File: src/rtl/usb_pkg.sv
// Shared types for the transfer sequencer: packet width, result codes, FSM states.
package usb_pkg;

    localparam int unsigned PKT_W = 99;

    typedef enum logic [1:0] {
        ST_OK      = 2'd0,
        ST_TIMEOUT = 2'd1,
        ST_CRC_ERR = 2'd2
    } status_e;

    typedef enum logic [2:0] {
        S_IDLE     = 3'd0,
        S_LAUNCH   = 3'd1,
        S_TX_BUSY  = 3'd2,
        S_TX_DRAIN = 3'd3,
        S_RX_ARM   = 3'd4,
        S_RX_WAIT  = 3'd5,
        S_FINISH   = 3'd6
    } seq_state_e;

    typedef struct packed {
        logic [PKT_W-1:0] pkt;
        logic             expect_resp;
    } xfer_req_t;

endpackage

File: src/rtl/xfer_timer.sv
// Saturating response timer; expire_o is high while the count sits at LIMIT-1 or above.
module xfer_timer #(
    parameter int unsigned LIMIT = 255
) (
    input  logic clk,
    input  logic rst_b,
    input  logic clear_i,
    input  logic enable_i,
    output logic expire_o
);

    localparam int unsigned CNT_W = $clog2(LIMIT + 1);
    localparam logic [CNT_W-1:0] CNT_MAX = CNT_W'(LIMIT);
    localparam logic [CNT_W-1:0] CNT_EXP = CNT_W'(LIMIT - 1);

    logic [CNT_W-1:0] count_q, count_d;
    logic             expire_q;

    always_comb begin
        count_d = count_q;
        if (clear_i) begin
            count_d = '0;
        end else if (enable_i && (count_q != CNT_MAX)) begin
            count_d = count_q + CNT_W'(1);
        end
    end

    // Expire is registered alongside the count so it always reflects count_q.
    always_ff @(posedge clk or negedge rst_b) begin
        if (!rst_b) begin
            count_q  <= '0;
            expire_q <= 1'b0;
        end else begin
            count_q  <= count_d;
            expire_q <= (count_d >= CNT_EXP);
        end
    end

    assign expire_o = expire_q;

endmodule

File: src/rtl/xfer_sequencer.sv
// Transfer sequencer: launches a packet to the encoder, optionally awaits a
// response from the decoder, and retries on CRC error or timeout.
module xfer_sequencer
    import usb_pkg::*;
#(
    parameter int unsigned TIMEOUT_CYC = 255,
    parameter int unsigned MAX_TRIES   = 3
) (
    input  logic             clk,
    input  logic             rst_b,
    input  logic             req_valid,
    input  logic [PKT_W-1:0] req_pkt,
    input  logic             req_expect_resp,
    output logic             req_ready,
    output logic             done,
    output logic [1:0]       status,
    output logic [PKT_W-1:0] resp_pkt,
    output logic [PKT_W-1:0] dp_pkt_in,
    output logic             dp_pkt_in_avail,
    input  logic             dp_encoder_ready,
    output logic             dp_re,
    input  logic [PKT_W-1:0] dp_pkt_out,
    input  logic             dp_pkt_out_avail,
    input  logic             dp_data_good,
    input  logic             dp_decoder_ready
);

    localparam int unsigned TRY_W = $clog2(MAX_TRIES + 1);
    localparam logic [TRY_W-1:0] TRY_MAX = TRY_W'(MAX_TRIES);

    seq_state_e       state_q, state_d;
    xfer_req_t        req_q, req_d;
    logic [TRY_W-1:0] try_q, try_d;
    status_e          status_q, status_d;
    logic [PKT_W-1:0] resp_q, resp_d;
    logic [PKT_W-1:0] pkt_in_q, pkt_in_d;
    logic             req_ready_q, req_ready_d;
    logic             done_q, done_d;
    logic             avail_q, avail_d;
    logic             re_q, re_d;
    logic             tmr_clear, tmr_enable, tmr_expire;
    logic             rx_good_c, rx_fail_c;
    status_e          fail_status_c;

    // A strobe always wins over a simultaneous timer expiry.
    assign rx_good_c     = (state_q == S_RX_WAIT) && dp_pkt_out_avail && dp_data_good;
    assign rx_fail_c     = (state_q == S_RX_WAIT) &&
                           ((dp_pkt_out_avail && !dp_data_good) || (!dp_pkt_out_avail && tmr_expire));
    assign fail_status_c = dp_pkt_out_avail ? ST_CRC_ERR : ST_TIMEOUT;

    always_ff @(posedge clk or negedge rst_b) begin
        if (!rst_b) begin
            state_q <= S_IDLE;
        end else begin
            state_q <= state_d;
        end
    end

    always_comb begin
        state_d = state_q;
        case (state_q)
            S_IDLE:     if (req_valid) state_d = S_LAUNCH;
            S_LAUNCH:   if (dp_encoder_ready) state_d = S_TX_BUSY;
            S_TX_BUSY:  if (!dp_encoder_ready) state_d = S_TX_DRAIN;
            S_TX_DRAIN: if (dp_encoder_ready) state_d = req_q.expect_resp ? S_RX_ARM : S_FINISH;
            S_RX_ARM:   if (dp_decoder_ready) state_d = S_RX_WAIT;
            S_RX_WAIT: begin
                if (rx_good_c) begin
                    state_d = S_FINISH;
                end else if (rx_fail_c) begin
                    state_d = (try_q < TRY_MAX) ? S_LAUNCH : S_FINISH;
                end
            end
            S_FINISH:   state_d = S_IDLE;
            default:    state_d = S_IDLE;
        endcase
    end

    // Next values for the registered outputs and datapath, derived from the transition taken.
    always_comb begin
        req_d       = req_q;
        try_d       = try_q;
        status_d    = status_q;
        resp_d      = resp_q;
        pkt_in_d    = pkt_in_q;
        req_ready_d = (state_d == S_IDLE);
        done_d      = (state_d == S_FINISH);
        avail_d     = (state_q == S_LAUNCH) && (state_d == S_TX_BUSY);
        re_d        = (state_d == S_RX_WAIT);
        tmr_clear   = (state_q == S_RX_ARM) && (state_d == S_RX_WAIT);
        tmr_enable  = (state_q == S_RX_WAIT);
        case (state_q)
            S_IDLE: begin
                if (state_d == S_LAUNCH) begin
                    req_d.pkt         = req_pkt;
                    req_d.expect_resp = req_expect_resp;
                    try_d             = TRY_W'(1);
                    pkt_in_d          = req_pkt;
                end
            end
            S_TX_DRAIN: begin
                if (state_d == S_FINISH) status_d = ST_OK;
            end
            S_RX_WAIT: begin
                if (rx_good_c) begin
                    resp_d   = dp_pkt_out;
                    status_d = ST_OK;
                end else if (rx_fail_c) begin
                    if (state_d == S_LAUNCH) begin
                        try_d    = try_q + TRY_W'(1);
                        pkt_in_d = req_q.pkt;
                    end else begin
                        status_d = fail_status_c;
                    end
                end
            end
            default: ;
        endcase
    end

    always_ff @(posedge clk or negedge rst_b) begin
        if (!rst_b) begin
            req_q       <= '0;
            try_q       <= '0;
            status_q    <= ST_OK;
            resp_q      <= '0;
            pkt_in_q    <= '0;
            req_ready_q <= 1'b1;
            done_q      <= 1'b0;
            avail_q     <= 1'b0;
            re_q        <= 1'b0;
        end else begin
            req_q       <= req_d;
            try_q       <= try_d;
            status_q    <= status_d;
            resp_q      <= resp_d;
            pkt_in_q    <= pkt_in_d;
            req_ready_q <= req_ready_d;
            done_q      <= done_d;
            avail_q     <= avail_d;
            re_q        <= re_d;
        end
    end

    xfer_timer #(
        .LIMIT(TIMEOUT_CYC)
    ) u_timer (
        .clk      (clk),
        .rst_b    (rst_b),
        .clear_i  (tmr_clear),
        .enable_i (tmr_enable),
        .expire_o (tmr_expire)
    );

    assign req_ready       = req_ready_q;
    assign done            = done_q;
    assign status          = status_q;
    assign resp_pkt        = resp_q;
    assign dp_pkt_in       = pkt_in_q;
    assign dp_pkt_in_avail = avail_q;
    assign dp_re           = re_q;

endmodule

File: config.mk
export PLATFORM = sky130hd
export DESIGN_NAME = xfer_sequencer
export DESIGN_NICKNAME = d
export VERILOG_FILES = /design/src/rtl/usb_pkg.sv /design/src/rtl/xfer_timer.sv /design/src/rtl/xfer_sequencer.sv
export SDC_FILE = /design/constraint.sdc
export NUM_CORES = 1
export LEC_CHECK = 0
export ABC_AREA = 1
export ABC_CLOCK_PERIOD_IN_PS = 1900
export BUFFER_PORTS_ARGS = -buffer_cell sky130_fd_sc_hd__buf_4
export CAP_MARGIN = 20
export CORE_MARGIN = 2
export CORE_UTILIZATION = 51
export CTS_CLUSTER_DIAMETER = 30
export DETAILED_ROUTE_END_ITERATION = 12
export PLACE_DENSITY = 0.79
export SETUP_SLACK_MARGIN = 0.05
export SYNTH_ARGS = -nofsm -noshare
export SYNTH_HDL_FRONTEND = slang
export SYNTH_SLANG_ARGS = --single-unit
File: constraint.sdc
create_clock -name clk -period 1.9 [get_ports clk]
set_input_delay 0.285 -clock clk [delete_from_list [all_inputs] [get_ports clk]]
set_output_delay 0.285 -clock clk [all_outputs]
set_load 0.02 [all_outputs]
### After elaboration in Yosys (flattened, before gate mapping)

Index checks and enable logic that the tools add are counted.

| storage, ports and cells | value |
|---|---|
| bits in registers | 318 |
| input port bits | 206 |
| output and inout port bits | 204 |
| logic and storage cells | 81 |

| operators by class | value |
|---|---|
| add/subtract/negate cells | 2 |
| $lt $le $gt $ge | 2 |
| eq/ne operators | 17 |
| muxes and demuxes | 28 |
| reductions and logical operators | 19 |

Operators by type and width:

| kind | count |
|---|---|
| 99-bit 2-to-1 mux | 4 |
| 99-bit case mux with 2 select lines | 1 |
| 3-bit 2-to-1 mux | 8 |
| 2-bit 2-to-1 mux | 10 |
| 3-bit case mux with 6 select lines | 1 |
| 8-bit 2-to-1 mux | 2 |
| 3-bit equality test (second input constant) | 4 |
| 2-bit != test (second input constant) | 5 |
| 3-bit by 2-bit equality test with 1-bit output (second input constant) | 3 |
| 8-bit by 1-bit adder with 8-bit output (second input constant) | 1 |
| 8-bit greater-or-equal comparator (second input constant) | 1 |
| 1-bit logical AND | 8 |
| 8-bit != test (second input constant) | 1 |
| 2-bit case mux with 2 select lines | 2 |
| 3-bit by 1-bit equality test with 1-bit output (second input constant) | 2 |
| 3-bit logical NOT | 2 |
| 3-bit != test (second input constant) | 2 |
| 5-bit AND reduction | 1 |
| 2-bit AND reduction | 2 |
| 4-bit AND reduction | 1 |
| 2-bit nonzero test | 2 |
| 2-bit by 1-bit adder with 2-bit output (second input constant) | 1 |
| 1-bit logical NOT | 2 |
| 2-bit < comparator (second input constant) | 1 |
| 1-bit logical OR | 1 |

### Depth between registers and ports, before layout

| depth | value |
|---|---|
| word-level depth | 12 |
| mapped depth | 13 |
| depth with buffers taken out | 11 |

### Hierarchy

A second synthesis with hierarchy kept.

| second synthesis, totals | value |
|---|---|
| cell total of the unflattened synthesis | 1644 |
| area, all modules | 13511.7 um^2 |

By module, submodules not included:

| module | instances | cells an instance | area an instance (um^2) | seq. area each (um^2) |
|---|---|---|---|---|
| xfer_sequencer | 1 | 1566 | 12958.7 | 7733.7 |
| xfer_timer | 1 | 78 | 553.0 | 225.2 |

### Worst setup path before layout

OpenSTA, ideal clock, no wires.

| timing path | value |
|---|---|
| path kind | flip-flop to flip-flop |
| from | reg state_q[0] |
| to | reg pkt_in_q[91], in the netlist dp_pkt_in[91] |
| library setup time | 117 ps |
| data arrival time | 1538 ps |
| required time | 1783 ps |
| setup slack | 245 ps |
| cell stages (with the launch flop) | 11 |
| buffers on the path | 2 |
| clock period less this slack | 1655 ps |
| cells stage by stage | dfrtp_1 > nor2_2 > nand3_2 > inv_2 > nor2_1 > nand3_2 > nand4_1 > buf_2 > buf_2 > nand3_1 > nand2_1 |

| on the way | value |
|---|---|
| word-level cells in the longest chain between the ends | 8 |
| elaborated cells on any way between the ends | 25 |
| classes of those cells | eq/ne: 10; mux: 9; reduce/logical: 6 |

Ends and longest elaborated chain:

| item | RTL line | source |
|---|---|---|
| start: declaration | xfer_sequencer.sv:31 | `seq_state_e state_q, state_d;` |
| start signal: assignment | xfer_sequencer.sv:55 | `state_q <= state_d;` |
| 3-bit equality test | xfer_sequencer.sv:46, xfer_sequencer.sv:47, xfer_sequencer.sv:61 |  |
| 1-bit logical AND (on tied branches) | xfer_sequencer.sv:47, xfer_sequencer.sv:46 |  |
| 3-bit 2-to-1 mux or 1-bit logical AND (tied branches) | xfer_sequencer.sv:70, xfer_sequencer.sv:46 |  |
| 3-bit 2-to-1 mux | xfer_sequencer.sv:68 | `if (rx_good_c) begin` |
| 3-bit case mux with 6 select lines * | xfer_sequencer.sv:61 | `case (state_q)` |
| net state_d[0] | xfer_sequencer.sv:31 |  |
| 3-bit by 1-bit equality test with 1-bit output * | xfer_sequencer.sv:94, xfer_sequencer.sv:109 |  |
| 2-bit != test (no line) | - |  |
| 5-bit AND reduction (no line) * | - |  |
| end signal: assignment | xfer_sequencer.sv:137 | `pkt_in_q <= pkt_in_d;` |
| end: declaration | xfer_sequencer.sv:36 | `logic [PKT_W-1:0] pkt_in_q, pkt_in_d;` |

The timed path passes the listed nets; every way through them passes the cells marked *.
A chain may end at the register's enable or synchronous reset.

### Final worst setup path

| timing path | value |
|---|---|
| from | reg state_q[2] |
| to | reg pkt_in_q[32], in the netlist dp_pkt_in[32] |

| on the way | value |
|---|---|
| word-level cells in the longest chain between the ends | 8 |
| elaborated cells on any way between the ends | 25 |
| classes of those cells | eq/ne: 10; mux: 9; reduce/logical: 6 |

Ends and longest elaborated chain:

| item | RTL line |
|---|---|
| 3-bit equality test | - |
| 1-bit logical AND (on tied branches) | xfer_sequencer.sv:47, xfer_sequencer.sv:46 |
| 3-bit 2-to-1 mux or 1-bit logical AND (tied branches) | xfer_sequencer.sv:70, xfer_sequencer.sv:46 |
| 3-bit 2-to-1 mux | xfer_sequencer.sv:68 |
| 3-bit case mux with 6 select lines | xfer_sequencer.sv:61 |
| 3-bit by 1-bit equality test with 1-bit output | xfer_sequencer.sv:94, xfer_sequencer.sv:109 |
| 2-bit != test (no line) | - |
| 5-bit AND reduction (no line) | - |

Parallel ways exist; a longest one is shown, timed or not.

==> results_dict.tcl <==
set metrics [dict create \
    post-route-period-util_pct 100.8 \
    pin_count 410 \
    drt-total-wl_um 48180 \
    power.density_nw_per_um2 1740 \
    min_period_ns 1.915 \
    final_common_cell "nand2_1" \
    htree_num_levels 2 \
    instances_no_fill 2558 \
    diodes 0 \
    clockBufferDepth 3 \
    violations "negative setup slack" \
    vias 13800 \
    grt_max_degree 102 \
    cts_tree "yes" \
    ys_ff_latch 318 \
    grt_pass1_vias 13980 \
    syn-cell-area_um2 13520 \
    area_growth_pct 53.24 \
    crit_path_cell_trace "nand3_4, or2_4, nand2_4, nor2_2, nand4_1, buf_6, nand2_8, clkbuf_16, nand2_1, nand2_1" \
    fmax_mhz 522.1 \
    die_y_um 166.8 \
    clkTransAtPathRegs_ns 0.05 \
    cp-end-kind "flip-flop" \
    mostFrequentLayoutCells "nand2_1 (713), buf_4 (419), dfrtp_1 (316)" \
    slowest_delay_ns 0.47 \
    skew_ns 0.02985 \
    worst_slack_ns -0.01537 \
    synth_top_area_share_pct 58.69 \
    drtIter0Drc 1466 \
    p_leak_nw 11.03 \
    yosysWarningCount 0 \
    wl_per_cell_um 18.83 \
    critPathSlowestCell "dfrtp_1" \
    maxSlewHeadroom_pct 72.24 \
    rows 59 \
    peakVddDrop_mv 1.346 \
    cp.arrival_ns 2.37 \
    grt_pass1_wl_um 73020 \
    core_um2 26060 \
    finalHoldViolCount 0 \
    outcome "finished with violations" \
    numCtsBuffers 58 \
    final_cell_area_um2 20710 \
    postLayoutCoreUtil_pct 79.48 \
    r2r_setup_slack_ns -0.02 \
    startpoint_type "flip-flop" \
    syn_avg_cell_area_um2 8.247 \
    dpl_worst_slack_ns -0.03280 \
    numClockSinks 318 \
    die_area_um2 27820 \
    portBuffers 409 \
    critPathTopFamily "simple AND/OR/NAND/NOR gates" \
    avgViaCountPerCell 5.396 \
    ys_seq_area_share_pct 58.88 \
    grt_usage_pct 32.86 \
    fp.dieW_um 166.8 \
    ant_nets 0 \
    cts-root-buf "clkbuf_16" \
    hold_path_class "in -> reg" \
    drv_cap 0 \
    yosys.area.top_type "dfrtp_1" \
    dp_hpwl_um 27130 \
    dr.pass1.iters 6 \
    antenna_found_initial 1 \
    placed_area_um2 16980 \
    start_util_pct 51.87 \
    setup_viol 4 \
    place_congestion 0.9068 \
    grt-ovfl-total 0 \
    critical_path_buf_inv_count 2 \
    nets 2383 \
    synth_cell_types 23 \
    dp_cells 2316 \
    critPathKind "reg -> reg" \
    rsz0062_at_grt "yes" \
    drcViolationCount 0 \
    final_layout_size_suffix_gt1_share_pct 26.90 \
    synth_area_leaders "dfrtp_1 (59%), nand2_1 (21%), o21ai_0 (7.6%)" \
    crit_path_max_fanout 8 \
    cpMostUsedCell "nand2_1" \
    synth_fp_nets 1847 \
    worst_pin_slew_ns 0.4164 \
    crit_required_ns 2.35 \
    syn-instance-count 1639 \
    clk_latency_ns 0.57 \
    finalMaxSlewViolations 0 \
]
worst register-to-register path: cells and delay by family, from the launching register on:
kind	cells	cell delay, ns
simple gates	8	0.92
flops	1	0.47
buf+inv	2	0.41
repair_timing:
item	4_1_cts	5_1_grt
hold buffers	121	0
pin swaps	0	6
setup buffers	1	1
resized for setup	11	51
endpoints found under the setup margin	102	156
gates cloned	2	9
endpoints found under the hold margin	185	0
metal layers:
metal  global-route usage, %  share of wire (%)  up-vias
met1                   37.88                 35     6537
met2                   54.64                 48      835
met5                       0              0.027        -
met4                   20.65                7.1        2
li1                        -                  -     6205
met3                   8.840                9.2      225
area by class of cell:
| class | instances | area (µm²) |
|---|---|---|
| Clock inverter | 33 | 434.2 |
| Tap cell | 335 | 419.2 |
| Fill cell | 1552 | 5346 |
| Sequential cell | 318 | 7960 |
| Clock buffer | 75 | 1617 |
| Timing Repair Buffer | 573 | 5057 |
| Multi-Input combinational cell | 1104 | 4767 |
| Inverter | 120 | 457.9 |
cells in the mapped netlist, drive strengths merged:
| cell type | instances |
|---|---|
| ha | 2 |
| or2 | 1 |
| o211ai | 1 |
| nor2 | 19 |
| buf | 45 |
| nand3 | 116 |
| dfstp | 1 |
| o21ai | 204 |
| dfrtp | 317 |
| nand2 | 743 |
| xnor2 | 2 |
| inv | 120 |
| xor2 | 2 |
| nor3 | 2 |
| a21oi | 7 |
| clkbuf | 53 |
| nand4 | 4 |
kinds of logic after synthesis:
family | count (synthesis) | synth area share [%]
and+or+nand+nor | 885 | 25.89
DFF | 318 | 58.88
buffers and inverters | 218 | 6.915
AOI/OAI and AO/OA | 212 | 7.868
xor gates and xnor gates | 4 | 0.2592
adders and majority gates | 2 | 0.1851
sequential cells by signal (all words and copies together), names as in the netlist:
name / flops
dp_re: 1
try_q: 2
state_q: 3
u_timer.count_q: 8
u_timer.expire_o: 1
done: 1
dp_pkt_in_avail: 1
req_q: 100
status: 2
dp_pkt_in: 99
resp_pkt: 99
req_ready: 1
per-stage QoR:
step / total power, mW / setup TNS (ns) / hold slack [ns]
2_1_floorplan: 18.24 / 0 / -0.01059
3_5_place_dp: 23.85 / -0.2413 / 0.2267
4_1_cts: 35.06 / 0 / 0.001131
5_1_grt: 37.65 / -4.001 / 0.02334
6_report: 36.04 / -0.03172 / 0.02183
3_3_place_gp: 23.40 / 0 / 0.2303
worst paths after layout:
check,cells past startpoint,startpoint,end
max in group asynchronous,3,rst_b,dp_pkt_in[13]$_DFFE_PN0P_
max,10,state_q[2]$_DFF_PN0_,dp_pkt_in[32]$_DFFE_PN0P_
min in group asynchronous,2,rst_b,req_q[2]$_DFFE_PN0P_
max reg2reg,10,state_q[2]$_DFF_PN0_,dp_pkt_in[32]$_DFFE_PN0P_
min,3,req_pkt[9],req_q[10]$_DFFE_PN0P_
min reg2reg,2,resp_pkt[92]$_DFFE_PN0P_,resp_pkt[92]$_DFFE_PN0P_
where the power goes:
group / total [mW] / leakage (nW) / internal [mW] / switching (mW)
registers: 12.0 / 4.02 / 9.95 / 2.09
logic: 13.3 / 6.02 / 5.31 / 7.98
clock network: 10.7 / 0.986 / 7.11 / 3.59
(Power assumes the default switching activity.)
